$ cat config.mk
export PLATFORM = sky130hd
export DESIGN_NAME = counter_bounded_step_nbit
export DESIGN_NICKNAME = d
export VERILOG_FILES = /design/src/rtl/counter_bounded_step_nbit_pkg.sv /design/src/rtl/counter_bounded_step_nbit_next.sv /design/src/rtl/counter_bounded_step_nbit.sv
export SDC_FILE = /design/constraint.sdc
export NUM_CORES = 1
export LEC_CHECK = 0
export CORE_MARGIN = 8
export CORE_UTILIZATION = 66
export DETAILED_ROUTE_END_ITERATION = 8
export DONT_BUFFER_PORTS = 1
export PLACE_DENSITY = 0.82
export SLEW_MARGIN = 10
export SYNTH_ARGS = -nofsm -noshare
export SYNTH_HDL_FRONTEND = slang
export SYNTH_HIERARCHICAL = 1
export SYNTH_SLANG_ARGS = --single-unit
$ cat constraint.sdc
create_clock -name clk -period 4.35 [get_ports clk]
set_clock_uncertainty 0.2 [all_clocks]
set_input_delay 0.2175 -clock clk [delete_from_list [all_inputs] [get_ports clk]]
set_output_delay 0.2175 -clock clk [all_outputs]
set_load 0.03 [all_outputs]
$ cat src/rtl/counter_bounded_step_nbit_pkg.sv
// Shared encodings for the bounded step counter: direction and wrap/saturate mode.
package counter_bounded_step_nbit_pkg;
    localparam logic MODE_WRAP = 1'b0;
    localparam logic MODE_SAT  = 1'b1;
    localparam logic DIR_DOWN  = 1'b0;
    localparam logic DIR_UP    = 1'b1;

    typedef struct packed {
        logic ovf;
        logic unf;
    } cnt_evt_t;
endpackage

$ cat src/rtl/counter_bounded_step_nbit_next.sv
// Combinational next-count: one step up/down with bound check, reporting boundary events.
module counter_bounded_step_nbit_next
    import counter_bounded_step_nbit_pkg::*;
#(
    parameter int CNT_WIDTH  = 8,
    parameter int STEP_WIDTH = 4
) (
    input  logic [CNT_WIDTH-1:0]  cnt_i,
    input  logic [STEP_WIDTH-1:0] step_i,
    input  logic [CNT_WIDTH-1:0]  min_i,
    input  logic [CNT_WIDTH-1:0]  max_i,
    input  logic                  dir_i,
    input  logic                  mode_i,
    output logic [CNT_WIDTH-1:0]  next_o,
    output cnt_evt_t              evt_o
);
    // One extra bit so cnt+step and min+step never alias at the top of the range.
    logic [CNT_WIDTH:0] cnt_x, step_x, min_x, max_x, sum_x, lim_x;

    assign cnt_x  = {1'b0, cnt_i};
    assign min_x  = {1'b0, min_i};
    assign max_x  = {1'b0, max_i};
    assign step_x = {{(CNT_WIDTH+1-STEP_WIDTH){1'b0}}, step_i};
    assign sum_x  = cnt_x + step_x;
    assign lim_x  = min_x + step_x;

    always_comb begin
        next_o = cnt_i;
        evt_o  = '0;
        if (step_i != '0) begin
            if (dir_i == DIR_UP) begin
                if (sum_x > max_x) begin
                    evt_o.ovf = 1'b1;
                    next_o    = (mode_i == MODE_SAT) ? max_i : min_i;
                end else begin
                    next_o = sum_x[CNT_WIDTH-1:0];
                end
            end else begin
                if (cnt_x < lim_x) begin
                    evt_o.unf = 1'b1;
                    next_o    = (mode_i == MODE_SAT) ? min_i : max_i;
                end else begin
                    next_o = cnt_i - step_x[CNT_WIDTH-1:0];
                end
            end
        end
    end
endmodule

$ cat src/rtl/counter_bounded_step_nbit.sv
// Bounded up/down counter: load clamp, priority mux, boundary pulse and sticky flags.
module counter_bounded_step_nbit
    import counter_bounded_step_nbit_pkg::*;
#(
    parameter int                 CNT_WIDTH  = 8,
    parameter int                 STEP_WIDTH = 4,
    parameter logic [CNT_WIDTH-1:0] RST_VAL  = '0
) (
    input  logic                  clk,
    input  logic                  reset,
    input  logic                  en,
    input  logic                  load_en,
    input  logic                  up_down,
    input  logic                  sat_mode,
    input  logic [STEP_WIDTH-1:0] step,
    input  logic [CNT_WIDTH-1:0]  min_val,
    input  logic [CNT_WIDTH-1:0]  max_val,
    input  logic [CNT_WIDTH-1:0]  counter_in,
    input  logic                  clr_flags,
    output logic [CNT_WIDTH-1:0]  counter_out,
    output logic                  at_min,
    output logic                  at_max,
    output logic                  bound_pulse,
    output logic                  ovf_sticky,
    output logic                  unf_sticky,
    output logic                  cfg_err
);
    logic [CNT_WIDTH-1:0] cnt_q, cnt_d, step_cnt, load_cnt;
    logic                 pulse_q, pulse_d, ovf_q, ovf_d, unf_q, unf_d;
    cnt_evt_t             step_evt, evt;

    assign cfg_err = (min_val > max_val);

    counter_bounded_step_nbit_next #(
        .CNT_WIDTH (CNT_WIDTH),
        .STEP_WIDTH(STEP_WIDTH)
    ) u_next (
        .cnt_i (cnt_q),
        .step_i(step),
        .min_i (min_val),
        .max_i (max_val),
        .dir_i (up_down),
        .mode_i(sat_mode),
        .next_o(step_cnt),
        .evt_o (step_evt)
    );

    // With inverted bounds there is no valid range, so the load is taken as-is.
    always_comb begin
        load_cnt = counter_in;
        if (!cfg_err) begin
            if (counter_in < min_val)      load_cnt = min_val;
            else if (counter_in > max_val) load_cnt = max_val;
        end
    end

    always_comb begin
        cnt_d = cnt_q;
        evt   = '0;
        if (load_en) begin
            cnt_d = load_cnt;
        end else if (en && !cfg_err) begin
            cnt_d = step_cnt;
            evt   = step_evt;
        end
        pulse_d = evt.ovf | evt.unf;
        ovf_d   = evt.ovf | (ovf_q & ~clr_flags);
        unf_d   = evt.unf | (unf_q & ~clr_flags);
    end

    always_ff @(posedge clk or posedge reset) begin
        if (reset) begin
            cnt_q   <= RST_VAL;
            pulse_q <= 1'b0;
            ovf_q   <= 1'b0;
            unf_q   <= 1'b0;
        end else begin
            cnt_q   <= cnt_d;
            pulse_q <= pulse_d;
            ovf_q   <= ovf_d;
            unf_q   <= unf_d;
        end
    end

    assign counter_out = cnt_q;
    assign at_min      = (cnt_q == min_val);
    assign at_max      = (cnt_q == max_val);
    assign bound_pulse = pulse_q;
    assign ovf_sticky  = ovf_q;
    assign unf_sticky  = unf_q;
endmodule

# ---- Word level (Yosys, flattened, before mapping)
# Cells that the tools add are included.
dict set report op_classes {
  n_eq_ne 2
  n_addsub 3
  n_mux 18
  bitwise 6
  n_reduce_logical 6
  n_lt_le_gt_ge 5
}
# op n
set op_table {}
lappend op_table {{$mux 8} 11}
lappend op_table {{$add 8x4->9} 2}
lappend op_table {{$eq 8x8->1} 2}
lappend op_table {{$gt 8x8->1} 2}
lappend op_table {{$gt 9x8->1} 1}
lappend op_table {{$lt 8x9->1} 1}
lappend op_table {{$lt 8x8->1} 1}
lappend op_table {{$sub 8x4->8} 1}
lappend op_table {{$mux 2} 3}
lappend op_table {{$mux 1} 4}
lappend op_table {{$reduce_bool 2->1} 2}
lappend op_table {{$reduce_bool 4->1} 1}
lappend op_table {{$or 1x1->1} 3}
lappend op_table {{$and 1x1->1} 2}
lappend op_table {{$reduce_and 2->1} 1}
lappend op_table {{$logic_and 1x1->1} 1}
lappend op_table {{$logic_not 1->1} 1}
lappend op_table {{$not 1->1} 1}
dict set report word_totals {
  word_cells 44
  out_inout_bits 14
  inputBits 35
  regBits 11
}

# ---- Logic depth before layout (Yosys ltp)
# Gate-level depths: netlist of run 1.
dict set report logic_depth {
  word_depth 8
  mapped_depth 18
  depth_no_buf 17
}

# ---- Cells and area by module
# The synthesis of run 1 kept the hierarchy.
# module area_per_inst_um2 cells_each instances seq_area_each_um2
set by_module_without_submodules {}
lappend by_module_without_submodules {counter_bounded_step_nbit 1682.9 191 1 275.3}
lappend by_module_without_submodules {counter_bounded_step_nbit_next 1637.8 213 1 0.0}

# ---- Worst setup path after synthesis of run 1
# Ideal clock, no wire load.
dict set report synth_path {
  path_type {register -> register}
  startpoint {register cnt_q[0] (netlist: counter_out[0])}
  endpoint {register cnt_q[2] (netlist: counter_out[2])}
  stages_incl_launch_ff 18
  t_arrival_ns 3.760
  setup_time_ns 0.087
  period_less_slack_ns 4.046
  slack_ns 0.304
  n_path_buf 0
  cell_sequence {dfrtp_1 ha_1 fa_1 nor2b_1 o21a_1 o211ai_1 xnor2_1 ha_1 nand3_1 nor2_1 a211o_1 a2bb2oi_4 mux2_2 a211oi_2 nor2_1 o21ai_0 o41ai_1 a211oi_2}
}
dict set report synth_between {
  elab_chain_len 7
  word_cells_on_any_way 10
}
# element line_no
set synth_lines {}
lappend synth_lines {{start, declared} counter_bounded_step_nbit.sv:28} ;# logic [CNT_WIDTH-1:0] cnt_q, cnt_d, step_cnt, load_cnt;
lappend synth_lines {{start signal, assigned} counter_bounded_step_nbit.sv:78} ;# cnt_q <= cnt_d;
lappend synth_lines {{$add 8x4->9} counter_bounded_step_nbit_next.sv:24} ;# assign sum_x = cnt_x + step_x;
lappend synth_lines {{$gt 9x8->1} counter_bounded_step_nbit_next.sv:32} ;# if (sum_x > max_x) begin
lappend synth_lines {{$mux 8} counter_bounded_step_nbit_next.sv:32}
lappend synth_lines {{$mux 8 *} counter_bounded_step_nbit_next.sv:31} ;# if (dir_i == DIR_UP) begin
lappend synth_lines {{$mux 8 *} counter_bounded_step_nbit_next.sv:30} ;# if (step_i != '0) begin
lappend synth_lines {{named net step_cnt[2]} counter_bounded_step_nbit.sv:28}
lappend synth_lines {{$mux 8 *} counter_bounded_step_nbit.sv:62} ;# end else if (en && !cfg_err) begin
lappend synth_lines {{$mux 8 *} counter_bounded_step_nbit.sv:60} ;# if (load_en) begin
# The timed path passes the listed nets; every way through them passes the cells marked *. The select of a mux whose other input is x is not followed.
# A chain may end at the register's enable or synchronous reset.

# ---- Worst setup path in the final report of run 1
dict set report layout_path {
  startpoint {register cnt_q[2] (netlist: counter_out[2])}
  endpoint {register cnt_q[2] (netlist: counter_out[2])}
}
# The elaborated chain is that of the path after synthesis.

==> impl_metrics.env, run 1 <==
export IMPL_synth_area_leaders="ha_1, dfrtp_1, mux2i_1"
export IMPL_p_sw_w=0.000687
export IMPL_fin_ws_ns=0.337
export IMPL_synthTopCellsByCount="ha_1, inv_1, nor2_1, a21oi_1, xnor2_1"
export IMPL_synth_seq_area_share=0.0829
export IMPL_antenna_found_initial=0
export IMPL_syn_area_um2=3320
export IMPL_avgSynthCellArea_um2=8.22
export IMPL_io_pins=49
export IMPL_vias=3189
export IMPL_grt_usage=0.259
export IMPL_stdcell_count=474
export IMPL_gr_total_overflow=0
export IMPL_grt_max_degree=30
export IMPL_fmax_ghz=0.249
export IMPL_fp_dieW_um=86.9
export IMPL_setup_viol=0
export IMPL_leakagePower_nw=1.54
export IMPL_drtPass1Iterations=5
export IMPL_synth_cell_types=69
export IMPL_clk_path_buf_depth=2
export IMPL_synth_ff_type="dfrtp_1"
export IMPL_finalSetupTns_ns=0
export IMPL_drtIter0Drc=306
export IMPL_p_total_w=0.00135
export IMPL_rows=26
export IMPL_area_growth_pct=4.52
export IMPL_post_route_period_util=0.923
export IMPL_cap_violations=0
export IMPL_port_buffers=0
export IMPL_netSwitchingFraction=0.509
export IMPL_yosys_warnings=6
export IMPL_cpPeakStageDelay_ns=0.44
export IMPL_cts_sinks=11
export IMPL_route_detailed_drc=0
export IMPL_place_ws_ns=0.249
export IMPL_seqPwrFrac=0.135
export IMPL_worstSkewPairLatency_ns=0.24
export IMPL_start_util=0.667
export IMPL_synthArstFlopShare=1.00
export IMPL_num_antenna_cells=0
export IMPL_cp_start_kind="flop"
export IMPL_cellPowerDensity_nw_per_um2=389
export IMPL_path_clk_slew_ns=0.05
export IMPL_core_area_um2=4980
export IMPL_pwr_share_comb=0.788
export IMPL_required_ns=4.30
export IMPL_cts_resized=0
export IMPL_grt_pass1_vias=3191
export IMPL_slew_viol_final=0
export IMPL_die_h_um=86.9
export IMPL_wl_per_cell_um=20.3
export IMPL_crit_path_max_fanout=8
export IMPL_hold_viol=0
export IMPL_status="finished clean"
export IMPL_critPathArrivalTime_ns=3.97
export IMPL_power_frac_clock=0.077
export IMPL_dp_cells=467
export IMPL_tightest_slew_ns=0.826
export IMPL_cp_cell_sequence="ha_1 -> nor3b_2 -> o31ai_1 -> a21oi_1 -> o21ba_1 -> ha_1 -> a21oi_1 -> nand2_1 -> a211o_1 -> a2bb2oi_4 -> mux2_2 -> a211oi_2 -> nor2_1 -> o21ai_0 -> o41ai_1 -> a211oi_2"
export IMPL_peakVddDrop_mv=0.214
export IMPL_slew_headroom=0.448
export IMPL_final_antenna_net_count=0
export IMPL_cp_end_kind="flop"
export IMPL_viasPerCell=6.73
export IMPL_final_min_clock_period_ns=4.01
export IMPL_ys_seq_elements=11
export IMPL_slowest_stage="ha_1"
export IMPL_drive_above_1_share=0.144
export IMPL_numCtsBuffers=3
export IMPL_min_path_type="primary input to flop"
export IMPL_synth_most_common_cell="ha_1"
export IMPL_syn_num_nets=492
export IMPL_dpl_hpwl_mm=7.59
export IMPL_synth_edf_count=0
export IMPL_postSynthCellCount=404
export IMPL_p_int_w=0.000662
export IMPL_drt_wl_total_mm=9.63
export IMPL_cts_root_buf="clkbuf_8"
export IMPL_path_class="flop to flop"
export IMPL_synth_area_leader_cell="ha_1"
export IMPL_nets=493
export IMPL_htree_levels=1
export IMPL_tritoncts="done"
export IMPL_place_congestion=0.977
export IMPL_whs_ns=0.0174
export IMPL_synth_top_area_frac=0.188
export IMPL_grt_pass1_wl_mm=15.7
export IMPL_die_area_um2=7560
export IMPL_rsz0062_at_grt="false"
critical path: cells and delay by family, from the launching register on:
| family | cells | cell delay (ns) |
|---|---|---|
| fa+ha+maj | 2 | 0.75 |
| compound gates | 10 | 2.00 |
| mux | 1 | 0.37 |
| flops | 1 | 0.40 |
| simple gates | 3 | 0.21 |
final timing paths:
check | cells past startpoint | to | startpoint | slack [ns]
setup / recovery | 16 | counter_out[2] | counter_out[2] | 0.34
hold / removal | 3 | bound_pulse | up_down | 0.02
setup reg to reg | 16 | counter_out[2] | counter_out[2] | 0.34
hold reg to reg | 2 | ovf_sticky | ovf_sticky | 0.49
max in group asynchronous | 2 | counter_out[5] | reset | 3.39
min in group asynchronous | 2 | counter_out[4] | reset | 0.26
cells by family after synthesis:
family	synth area share
buf+inv	0.0727
compound gates	0.268
mux	0.0983
flops	0.0829
xor+xnor	0.0712
simple gates	0.201
fa+ha+maj	0.206
placed cells by master (no fill, tap or decap), types with 6 or more instances in the layout:
master / instances
nor2_1: 37
nand2_1: 16
o211ai_1: 7
nand3_1: 6
nor2b_1: 18
a211oi_2: 11
a21oi_1: 22
xnor2_1: 22
nand4_1: 11
dfrtp_1: 11
ha_1: 50
o21ai_0: 12
mux2i_1: 21
inv_1: 40
buf_4: 10
o41ai_1: 8
mux2_2: 9
per-layer routing:
metal  share of wire  GRT usage
met1            0.41      0.314
met2            0.46      0.423
met3            0.10     0.0632
met4           0.033      0.108
met5               0          0
what timing repair did:
| item | in CTS | in global routing |
|---|---|---|
| hold buffers | 3 | 0 |
| endpoints found under the hold margin | 14 | 0 |
| buffers inserted | 0 | 0 |
layout make-up:
type                            count  area [um^2]
Inverter                           41          154
Tap cell                           70         87.6
Multi-Input combinational cell    335         2800
Sequential cell                    11          275
Fill cell                         392         1510
Clock buffer                        4         45.0
Timing Repair Buffer               13          105
power by group through the flow:
| stage | registers [W] | logic [W] | clock network [W] |
|---|---|---|---|
| final | 0.000182 | 0.00106 | 0.000104 |
| after global placement | 0.000182 | 0.00102 | 0 |
| after detailed placement | 0.000182 | 0.00103 | 0 |
| after global routing | 0.000185 | 0.00115 | 0.000110 |
| after floorplan | 0.000234 | 0.000761 | 0 |
| after CTS | 0.000181 | 0.00105 | 0.000103 |
flip-flops by register name, summed over array words and instances (netlist names):
signal	flops
unf_sticky	1
ovf_sticky	1
bound_pulse	1
counter_out	8
per-stage QoR:
step,instance area (um^2),util
floorplan,3320,-
global placement,3400,0.682
detailed placement,3400,0.682
CTS,3470,0.697
global route,3470,0.697
finish,3470,0.697
No activity file was read; power rests on OpenSTA's default activity.
==> run 2, diff against run 1 <==
ABC_AREA = 1   (was unset)
CORE_UTILIZATION = 67   (was 66)
PLACE_DENSITY = 0.83   (was 0.82)
==> run 2 against run 1 <==
Against the previous run:
- critical path depth is 4 higher
- first-iteration DRC count is 14% higher
- setup slack better by 0.43 ns
- synthesized cell count is 36% higher
- sequential share of layout area is 0.15 points lower
- final cell count is 32% higher
- register-to-register slack better by 0.43 ns
- non-clock buffer count is 2 lower
==> impl_metrics.env, run 2 <==
export IMPL_synth_ff_type="dfrtp_1"
export IMPL_dp_cells=618
export IMPL_multi_input_area_um2=2690
export IMPL_cpPeakStageDelay_ns=0.41
export IMPL_cts_root_buf="clkbuf_8"
export IMPL_critPathArrivalTime_ns=3.54
export IMPL_synth_seq_area_share=0.0811
export IMPL_synth_area_leader_cell="ha_1"
export IMPL_slew_headroom=0.592
export IMPL_nets=644
export IMPL_min_path_type="primary input to flop"
export IMPL_cp_cell_sequence="ha_1 -> nor2_1 -> nand2_1 -> nand2_1 -> nand2_1 -> nand2_1 -> nand4_1 -> nand2_1 -> inv_1 -> ha_1 -> nand3_1 -> nor2_1 -> nand4_1 -> nand2_1 -> nand3_2 -> nor2_1 -> nor2_1 -> a21oi_1 -> o21ai_0 -> a21oi_2"
export IMPL_cts_resized=0
export IMPL_io_pins=49
export IMPL_synth_area_leaders="ha_1, nand2_1, inv_1"
export IMPL_finalSetupTns_ns=0
export IMPL_synthTopCellsByCount="nand2_1, inv_1, nand3_1, nor2_1, ha_1"
export IMPL_critical_path_most_common_cell="nand2_1"
export IMPL_drt_wl_total_mm=10.4
export IMPL_drtPass1Iterations=5
export IMPL_crit_family="simple AND/OR/NAND/NOR gates"
export IMPL_syn_num_nets=639
export IMPL_grt_usage=0.282
export IMPL_antenna_found_initial=0
export IMPL_hold_viol=0
export IMPL_die_h_um=87.2
export IMPL_regArea_um2=275
export IMPL_largest_reg_flops=8
export IMPL_viasPerCell=5.84
export IMPL_tritoncts="done"
export IMPL_grt_pass1_wl_mm=17.1
export IMPL_avgSynthCellArea_um2=6.16
export IMPL_slowest_stage="ha_1"
export IMPL_start_util=0.678
export IMPL_fp_dieW_um=87.2
export IMPL_core_area_um2=5010
export IMPL_num_antenna_cells=0
export IMPL_drtIter0Drc=349
export IMPL_peakVddDrop_mv=0.169
export IMPL_worstSkewPairLatency_ns=0.24
export IMPL_path_class="flop to flop"
export IMPL_rsz0062_at_grt="false"
export IMPL_grt_pass1_vias=3607
export IMPL_clk_path_buf_depth=2
export IMPL_final_min_clock_period_ns=3.58
export IMPL_status="finished clean"
export IMPL_cp_num_buf_inv=1
export IMPL_port_buffers=0
export IMPL_final_antenna_net_count=0
export IMPL_synth_edf_count=0
export IMPL_fmax_ghz=0.279
export IMPL_synth_top_area_frac=0.184
export IMPL_yosys_warnings=6
export IMPL_final_cell_mix="nand2_1, inv_1, nand3_1, nor2_1, ha_1"
export IMPL_leakagePower_nw=2.01
export IMPL_place_congestion=1.04
export IMPL_htree_levels=1
export IMPL_layout_commonest_cell="nand2_1"
export IMPL_cap_violations=0
export IMPL_setup_viol=0
export IMPL_numCtsBuffers=3
export IMPL_required_ns=4.31
export IMPL_nFillCells=514
export IMPL_syn_area_um2=3400
export IMPL_vias=3651
export IMPL_post_route_period_util=0.823
export IMPL_synth_cell_types=37
export IMPL_gr_total_overflow=0
export IMPL_wl_per_cell_um=16.6
export IMPL_crit_path_max_fanout=6
export IMPL_stdcell_count=625
export IMPL_cts_sinks=11
export IMPL_cp_end_kind="flop"
export IMPL_grt_max_degree=28
export IMPL_cellPowerDensity_nw_per_um2=290
export IMPL_tightest_slew_ns=0.609
export IMPL_path_clk_slew_ns=0.06
export IMPL_postSynthCellCount=551
export IMPL_whs_ns=0.0322
export IMPL_drive_above_1_share=0.101
export IMPL_area_growth_pct=4.20
export IMPL_route_detailed_drc=0
export IMPL_synth_most_common_cell="nand2_1"
export IMPL_rows=26
export IMPL_dpl_hpwl_mm=8.44
export IMPL_slew_viol_final=0
export IMPL_ys_seq_elements=11
export IMPL_cp_start_kind="flop"
export IMPL_die_area_um2=7600
export IMPL_synthArstFlopShare=1.00
run 2: repair_timing:
item | CTS | global route
setup buffers | 0 | 0
hold buffers | 3 | 0
hold endpoints to repair | 14 | 0
run 2: cells by family (layout without fill, tap and decap cells):
kind of cell / after synthesis / count (layout) / synth area share
flip-flops: 11 / 11 / 0.0811
buffers and inverters: 105 / 109 / 0.128
AND/OR/NAND/NOR: 275 / 275 / 0.381
AO/OA/AOI/OAI: 77 / 77 / 0.130
XOR/XNOR: 28 / 28 / 0.0722
adder cells (fa/ha/maj): 53 / 53 / 0.202
multiplexers: 2 / 2 / 0.00590
run 2: cell type report:
class	count	share of cell area
multi-input cells	435	0.759
inverters	94	0.0997
well taps	70	0.0248
clock inverters	1	0.00141
clock buffers	3	0.0117
repair buffers	11	0.0255
flip-flops and latches	11	0.0778
run 2: per-layer routing:
layer,track usage,vias to the layer above,share of wire
met2,0.511,191,0.49
met3,0.0443,40,0.079
met4,0.111,0,0.041
li1,-,1784,-
met1,0.319,1636,0.39
met5,0,-,0
run 2: through the flow:
stage / total power, W / cell area [um^2] / utilization / setup slack [ns]
floorplan: 0.000744 / 3400 / - / 1.00
global placement: 0.000878 / 3460 / 0.691 / 1.04
detailed placement: 0.000899 / 3460 / 0.691 / 0.875
CTS: 0.00101 / 3540 / 0.706 / 0.859
global route: 0.00112 / 3540 / 0.706 / 0.448
finish: 0.00103 / 3540 / 0.706 / 0.770
run 2: final timing paths:
check,endpoint,cells past startpoint,slack (ns),from
max,counter_out[0],20,0.77,counter_out[2]
min,counter_out[4],4,0.03,load_en
max reg2reg,counter_out[0],20,0.77,counter_out[2]
min reg2reg,unf_sticky,2,0.51,unf_sticky
max in group asynchronous,counter_out[2],2,3.38,reset
min in group asynchronous,counter_out[5],2,0.24,reset
run 2: worst reg2reg max path, stage by stage, from the launching register on:
cell,delay (ns)
dfrtp_1,0.39
ha_1,0.41
nor2_1,0.16
nand2_1,0.06
nand2_1,0.15
nand2_1,0.09
nand2_1,0.08
nand4_1,0.07
nand2_1,0.11
inv_1,0.05
ha_1,0.30
nand3_1,0.08
nor2_1,0.13
nand4_1,0.10
nand2_1,0.23
nand3_2,0.16
nor2_1,0.16
nor2_1,0.07
a21oi_1,0.16
o21ai_0,0.14
a21oi_2,0.19
run 2: where the power goes:
part	switching, W	total (W)	internal [W]
Clock	0.0000431	0.000106	0.0000631
Combinational	0.000489	0.000771	0.000282
Sequential	0.0000285	0.000148	0.000119
Total	0.000561	0.00103	0.000465
